[config.mk]
export PLATFORM = sky130hd
export DESIGN_NAME = sprite_line_fetcher
export DESIGN_NICKNAME = d
export VERILOG_FILES = /design/src/rtl/sprite_pkg.sv /design/src/rtl/sprite_line_hit.sv /design/src/rtl/sprite_line_fetcher.sv
export SDC_FILE = /design/constraint.sdc
export NUM_CORES = 1
export LEC_CHECK = 0
export ABC_AREA = 0
export CAP_MARGIN = 15
export CORE_AREA = 4 4 146 148
export DETAILED_ROUTE_END_ITERATION = 10
export DIE_AREA = 0 0 150 152
export PLACE_DENSITY_LB_ADDON = 0.15
export SLEW_MARGIN = 30
export SYNTH_ARGS = -nofsm -noshare
export SYNTH_HDL_FRONTEND = slang
export SYNTH_SLANG_ARGS = --single-unit
export TNS_END_PERCENT = 10
[constraint.sdc]
create_clock -name clk -period 6.3 [get_ports clk]
set_input_delay 1.26 -clock clk [delete_from_list [all_inputs] [get_ports clk]]
set_output_delay 1.26 -clock clk [all_outputs]
set_load 0.01 [all_outputs]
[src/rtl/sprite_pkg.sv]
// Shared constants for the 8x8 sprite ROM: orientation codes, tile geometry
// and the sprite ID map.
package sprite_pkg;

  typedef enum logic [1:0] {
    ORIENT_UP    = 2'd0,
    ORIENT_RIGHT = 2'd1,
    ORIENT_DOWN  = 2'd2,
    ORIENT_LEFT  = 2'd3
  } orient_t;

  localparam int SPRITE_H = 8;
  localparam int SPRITE_W = 8;

  localparam logic [3:0] BLANK_SPRITE_ID = 4'hF;

  localparam logic [3:0] HEART        = 4'd0;
  localparam logic [3:0] COIN         = 4'd1;
  localparam logic [3:0] KEY          = 4'd2;
  localparam logic [3:0] DOOR         = 4'd3;
  localparam logic [3:0] WOLF_1       = 4'd4;
  localparam logic [3:0] WOLF_2       = 4'd5;
  localparam logic [3:0] GRASS        = 4'd6;
  localparam logic [3:0] SHEEP_IDLE_1 = 4'd7;
  localparam logic [3:0] SHEEP_IDLE_2 = 4'd8;

endpackage

[src/rtl/sprite_line_hit.sv]
// Vertical intersection test of one attribute entry against a scanline.
// The subtraction carries an extra bit so sprites near the bottom clip instead of wrapping.
module sprite_line_hit
  import sprite_pkg::*;
#(
  parameter int Y_W = 10
) (
  input  logic           en,
  input  logic [Y_W-1:0] line_y,
  input  logic [Y_W-1:0] top_y,
  output logic           hit,
  output logic [2:0]     line_index
);

  logic [Y_W:0] diff;

  assign diff       = {1'b0, line_y} - {1'b0, top_y};
  assign hit        = en && !diff[Y_W] && (diff[Y_W-1:0] < Y_W'(SPRITE_H));
  assign line_index = diff[2:0];

endmodule

[src/rtl/sprite_line_fetcher.sv]
// Per-scanline sprite selector and ROM row fetcher with a double-buffered line descriptor.
// Optional SPRITE_FETCH_DROP_COUNT_EN adds a saturating drop_count output.
module sprite_line_fetcher
  import sprite_pkg::*;
#(
  parameter int NUM_SPRITES  = 8,
  parameter int MAX_PER_LINE = 4,
  parameter int X_W          = 10,
  parameter int Y_W          = 10
) (
  input  logic                      clk,
  input  logic                      reset,
  input  logic                      line_start,
  input  logic [Y_W-1:0]            next_y,
  input  logic [NUM_SPRITES-1:0]    sprite_en,
  input  logic [NUM_SPRITES*X_W-1:0] sprite_x,
  input  logic [NUM_SPRITES*Y_W-1:0] sprite_y,
  input  logic [NUM_SPRITES*4-1:0]  sprite_id,
  input  logic [NUM_SPRITES*2-1:0]  sprite_orient,
  output logic [3:0]                rom_sprite_id,
  output logic [1:0]                rom_orientation,
  output logic [2:0]                rom_line_index,
  input  logic [7:0]                rom_data,
  output logic [MAX_PER_LINE*8-1:0] line_pixels,
  output logic [MAX_PER_LINE*X_W-1:0] line_x,
  output logic [MAX_PER_LINE-1:0]   line_valid,
  output logic                      busy,
  output logic                      done,
  output logic                      overflow
`ifdef SPRITE_FETCH_DROP_COUNT_EN
  ,
  output logic [3:0]                drop_count
`endif
);

  localparam int IDX_W  = (NUM_SPRITES > 1) ? $clog2(NUM_SPRITES) : 1;
  localparam int SLOT_W = $clog2(MAX_PER_LINE + 1);

  localparam logic [1:0] ST_IDLE   = 2'd0;
  localparam logic [1:0] ST_SCAN   = 2'd1;
  localparam logic [1:0] ST_FETCH  = 2'd2;
  localparam logic [1:0] ST_COMMIT = 2'd3;

  logic [1:0]                state;
  logic [IDX_W-1:0]          idx;
  logic [SLOT_W-1:0]         slot;
  logic [Y_W-1:0]            y_q;
  logic [MAX_PER_LINE*8-1:0] work_pixels;
  logic [MAX_PER_LINE*X_W-1:0] work_x;
  logic [MAX_PER_LINE-1:0]   work_valid;
  logic                      work_ovf;
`ifdef SPRITE_FETCH_DROP_COUNT_EN
  logic [3:0]                work_drops;
`endif

  logic           sel_en;
  logic [X_W-1:0] sel_x;
  logic [Y_W-1:0] sel_y;
  logic [3:0]     sel_id;
  logic [1:0]     sel_orient;
  logic           hit;
  logic [2:0]     hit_line;
  logic           last;
  logic           slot_free;

  // The table entry under the scan pointer drives the single shared hit comparator.
  always_comb begin
    sel_en     = sprite_en[idx];
    sel_x      = sprite_x[int'(idx)*X_W +: X_W];
    sel_y      = sprite_y[int'(idx)*Y_W +: Y_W];
    sel_id     = sprite_id[int'(idx)*4 +: 4];
    sel_orient = sprite_orient[int'(idx)*2 +: 2];
  end

  sprite_line_hit #(.Y_W(Y_W)) u_hit (
    .en         (sel_en),
    .line_y     (y_q),
    .top_y      (sel_y),
    .hit        (hit),
    .line_index (hit_line)
  );

  assign last      = (idx == IDX_W'(NUM_SPRITES - 1));
  assign slot_free = (slot < SLOT_W'(MAX_PER_LINE));
  assign busy      = (state != ST_IDLE);
  assign done      = (state == ST_COMMIT);

  always_ff @(posedge clk) begin
    if (reset) begin
      state           <= ST_IDLE;
      idx             <= '0;
      slot            <= '0;
      y_q             <= '0;
      work_pixels     <= '0;
      work_x          <= '0;
      work_valid      <= '0;
      work_ovf        <= 1'b0;
      rom_sprite_id   <= BLANK_SPRITE_ID;
      rom_orientation <= '0;
      rom_line_index  <= '0;
      line_pixels     <= '0;
      line_x          <= '0;
      line_valid      <= '0;
      overflow        <= 1'b0;
`ifdef SPRITE_FETCH_DROP_COUNT_EN
      work_drops      <= '0;
      drop_count      <= '0;
`endif
    end else begin
      case (state)
        ST_IDLE: begin
          if (line_start) begin
            y_q         <= next_y;
            idx         <= '0;
            slot        <= '0;
            work_pixels <= '0;
            work_x      <= '0;
            work_valid  <= '0;
            work_ovf    <= 1'b0;
`ifdef SPRITE_FETCH_DROP_COUNT_EN
            work_drops  <= '0;
`endif
            state       <= ST_SCAN;
          end
        end
        ST_SCAN: begin
          if (hit && slot_free) begin
            rom_sprite_id   <= sel_id;
            rom_orientation <= sel_orient;
            rom_line_index  <= hit_line;
            state           <= ST_FETCH;
          end else begin
            if (hit) begin
              work_ovf <= 1'b1;
`ifdef SPRITE_FETCH_DROP_COUNT_EN
              if (work_drops != 4'hF) work_drops <= work_drops + 4'd1;
`endif
            end
            if (last) state <= ST_COMMIT;
            else      idx   <= idx + 1'b1;
          end
        end
        ST_FETCH: begin
          // The ROM answers combinationally to the address registered during SCAN.
          work_pixels[int'(slot)*8 +: 8]     <= rom_data;
          work_x[int'(slot)*X_W +: X_W]      <= sel_x;
          work_valid[slot]                   <= 1'b1;
          slot                               <= slot + 1'b1;
          if (last) begin
            state <= ST_COMMIT;
          end else begin
            idx   <= idx + 1'b1;
            state <= ST_SCAN;
          end
        end
        default: begin
          line_pixels   <= work_pixels;
          line_x        <= work_x;
          line_valid    <= work_valid;
          overflow      <= work_ovf;
`ifdef SPRITE_FETCH_DROP_COUNT_EN
          drop_count    <= work_drops;
`endif
          rom_sprite_id <= BLANK_SPRITE_ID;
          state         <= ST_IDLE;
        end
      endcase
    end
  end

endmodule

==> flow_summary.yaml <==
pwr:
  p_int_mw: 2.38
  irDropWorstVdd_mv: 0.165
  pwr-share-comb: 0.382
  seqPwrFrac: 0.327
  fin_total_pwr_mw: 3.80
  swShare: 0.373
  p_sw_mw: 1.41
  p_clk_frac: 0.291
  powerDensity_nw_per_um2: 272
  p_leak_nw: 4.78
cts:
  numClockSinks: 181
  path_clk_slew_ps: 80
  clock_latency_ps: 430
  postCtsSetupBuffers: 0
  cts_resized: 0
  numCtsBuffers: 17
  cts.path.max_buffers: 2
  cts_root_buffer: "clkbuf_16"
  cts_tree: "done"
  cts_hold_buf: 0
  cts_max_level: 4
synth:
  async_flop_share: 0
  synth_fp_nets: 1312
  synth.ff_latch_count: 181
  syn_area_um2: 9890
  synthFlopType: "dfxtp_1"
  synth_top_area_frac: 0.366
  synthDistinctLibCells: 68
  synth.avg_cell_area_um2: 9.45
  yosysWarnings: 0
  netlist_instances: 1046
  synth_edf_count: 0
  yosysTopAreaCell: "dfxtp_1"
  yosysSeqAreaShare: 0.366
  synthTopCellsByArea: "dfxtp_1 (37%), mux4_2 (12%), mux2i_1 (11%)"
worst_hold_path:
  hold_start: "y_q[0]$_SDFFE_PP0P_"
  hold_path.class: "flop to flop"
  holdPathStages: 2
timing:
  setup_tns_ps: 0
  slew_headroom: 0.349
  setup_viol: 0
  fin_skew_ps: 17.5
  fmax_mhz: 207
  period_share: 0.768
  hold_violations: 0
  tightest_slew_ps: 976
  finalCriticalPeriod_ps: 4840
  finalWorstSetupSlack_ps: 1460
  slew_violations: 0
  rsz0062_at_grt: "no"
grt:
  antenna_found_initial: 8
  grtUsageTotal: 0.328
  grt_first_pass_wirelength_um: 56500
  grt_max_degree: 90
  grt_pass1_vias: 9403
  grt.overflow.total: 0
detailed_routing:
  dr.pass1.iters: 6
  vias_per_cell: 6.02
  avgRoutedWirePerCell_um: 23.8
  drc: 0
  vias: 9740
  ant_nets: 0
  dr.first_iter.drc_count: 974
  finalWirelength_um: 38500
setup_path:
  r2r_cells: 13
  worst-endpoint-required_ps: 6590
  crit_path_max_fanout: 5
  startpoint_type: "primary input"
  endpoint_kind: "flop"
  critical_path_arrival_ps: 5130
  crit_type: "primary input to flop"
  critPathLaunch: "sprite_y[10]"
  r2r-start: "idx[1]$_SDFFE_PP0P_"
  cp_top_family: "compound AO/OA/AOI/OAI gates"
  slowest_delay_ps: 560
  cp_slowest_cell: "o31ai_1"
  cp_num_cells: 13
  crit_buf_inv: 1
  path_cells: "clkdlybuf4s50_1 -> mux4_2 -> mux2_2 -> ha_1 -> fa_1 -> nor2b_1 -> o31ai_1 -> a32oi_1 -> mux2_2 -> nand4_1 -> o31ai_1 -> and2_1 -> a31oi_1"
floorplanning:
  initial_utilization: 0.494
  num_rows: 52
  dieArea_um2: 22800
  core_area_um2: 20000
  die_w_um: 150
  ios: 325
  fp.dieH_um: 152
placement:
  dp_slack_ps: 1170
  place.gp.congestion: 1.16
  portBuffers: 324
  dpl.hpwl_um: 30600
finish:
  area_growth_pct: 41.2
  final_layout_size_suffix_gt1_frac: 0.101
  nets: 1601
flow_run:
  maxCapViolCount: 0
run_status:
  status: "finished clean"
per-stage QoR:
step | hold slack (ps) | util | cells | area, um^2
3_3_place_gp | 443 | 0.664 | 1586 | 13300
3_5_place_dp | 447 | 0.665 | 1586 | 13300
5_1_grt | 480 | 0.697 | 1619 | 14000
4_1_cts | 459 | 0.696 | 1618 | 13900
6_report | 459 | 0.697 | 1619 | 14000
2_1_floorplan | 425 | - | 1046 | 9890
cell families (layout without fill, tap and decap cells):
family                     Yosys count  after routing  share of synthesized area
AOI/OAI and AO/OA                  207            207                      0.141
adders and majority gates           29             29                     0.0374
xor gates and xnor gates             6              6                    0.00531
and+or+nand+nor                    352            352                      0.161
other                                0              1                          0
buffers and inverters               92            394                     0.0378
muxes                              179            179                      0.251
DFF                                181            181                      0.366
flip-flops by register name (all words and copies together), names as in the netlist, 4 cells and up:
signal,cells
work_valid,4
work_x,40
work_pixels,32
line_valid,4
line_pixels,32
line_x,40
rom_sprite_id,4
y_q,10
metal layers:
| layer | up-vias | GRT usage | wire length, um |
|---|---|---|---|
| li1 | 4448 | - | - |
| met1 | 4687 | 0.427 | 15200 |
| met2 | 541 | 0.529 | 18400 |
| met3 | 64 | 0.0807 | 3490 |
| met4 | 0 | 0.121 | 1400 |
| met5 | - | 0 | 0 |
placed cells by master (no fill, tap or decap), types with 6 or more instances in the layout:
| cell type | instances |
|---|---|
| a31oi_1 | 9 |
| mux2_2 | 15 |
| or2_2 | 9 |
| clkinv_8 | 6 |
| o22ai_1 | 8 |
| nand3_1 | 26 |
| a22oi_1 | 24 |
| mux2i_1 | 110 |
| clkdlybuf4s50_1 | 323 |
| a21oi_1 | 58 |
| a32o_1 | 8 |
| mux4_2 | 54 |
| nor3_1 | 12 |
| a211oi_1 | 9 |
| or4_1 | 6 |
| ha_1 | 27 |
| nand2_1 | 71 |
| clkbuf_16 | 17 |
| and2_1 | 8 |
| or3_1 | 9 |
| dfxtp_1 | 178 |
| nand4_1 | 8 |
| nor2_1 | 170 |
| inv_1 | 26 |
| o21ai_0 | 34 |
| o221ai_1 | 6 |
| nand2b_1 | 7 |
| buf_4 | 11 |
worst min-delay path: cells and delay by family (launching register included):
kind,cells,cell delay [ps]
AOI/OAI and AO/OA,1,50
and+or+nand+nor,1,50
DFF,1,320
cells in the mapped netlist (all sizes together) (9+ instances only):
cell type and count:
a21oi 58, a211oi 9, a31oi 9, clkbuf 44
nand2 72, inv 27, or3 9, nor2 171
mux2 15, mux2i 110, dfxtp 181, o21ai 39
ha 28, nand3 26, a22oi 24, mux4 54
or2 10, nor3 15, buf 21
power by group through the flow:
stage	logic, mW	clock network [mW]	registers, mW
after floorplan	0.971	0	1.22
after global placement	1.39	0	1.27
after detailed placement	1.40	0	1.27
after CTS	1.41	1.11	1.25
after global routing	1.55	1.17	1.25
final	1.45	1.10	1.24
cell type report:
| cell class | instances | area [um^2] |
|---|---|---|
| Tap cell | 270 | 338 |
| Clock inverter | 15 | 203 |
| Inverter | 27 | 101 |
| Timing Repair Buffer | 335 | 3330 |
| Clock buffer | 17 | 425 |
| Sequential cell | 181 | 3630 |
| Fill cell | 1534 | 6070 |
| Multi-Input combinational cell | 773 | 5940 |
| Antenna cell | 1 | 2.50 |
path summary, 6_finish.rpt:
| path | end | slack, ps |
|---|---|---|
| worst max-delay path | rom_sprite_id[2]$_SDFFE_PP1P_ | 1460 |
| worst min-delay path | y_q[0]$_SDFFE_PP0P_ | 460 |
| worst max register to register | rom_sprite_id[2]$_SDFFE_PP1P_ | 1930 |
| worst min register to register | y_q[0]$_SDFFE_PP0P_ | 460 |
No activity file was read; power rests on OpenSTA's default activity.
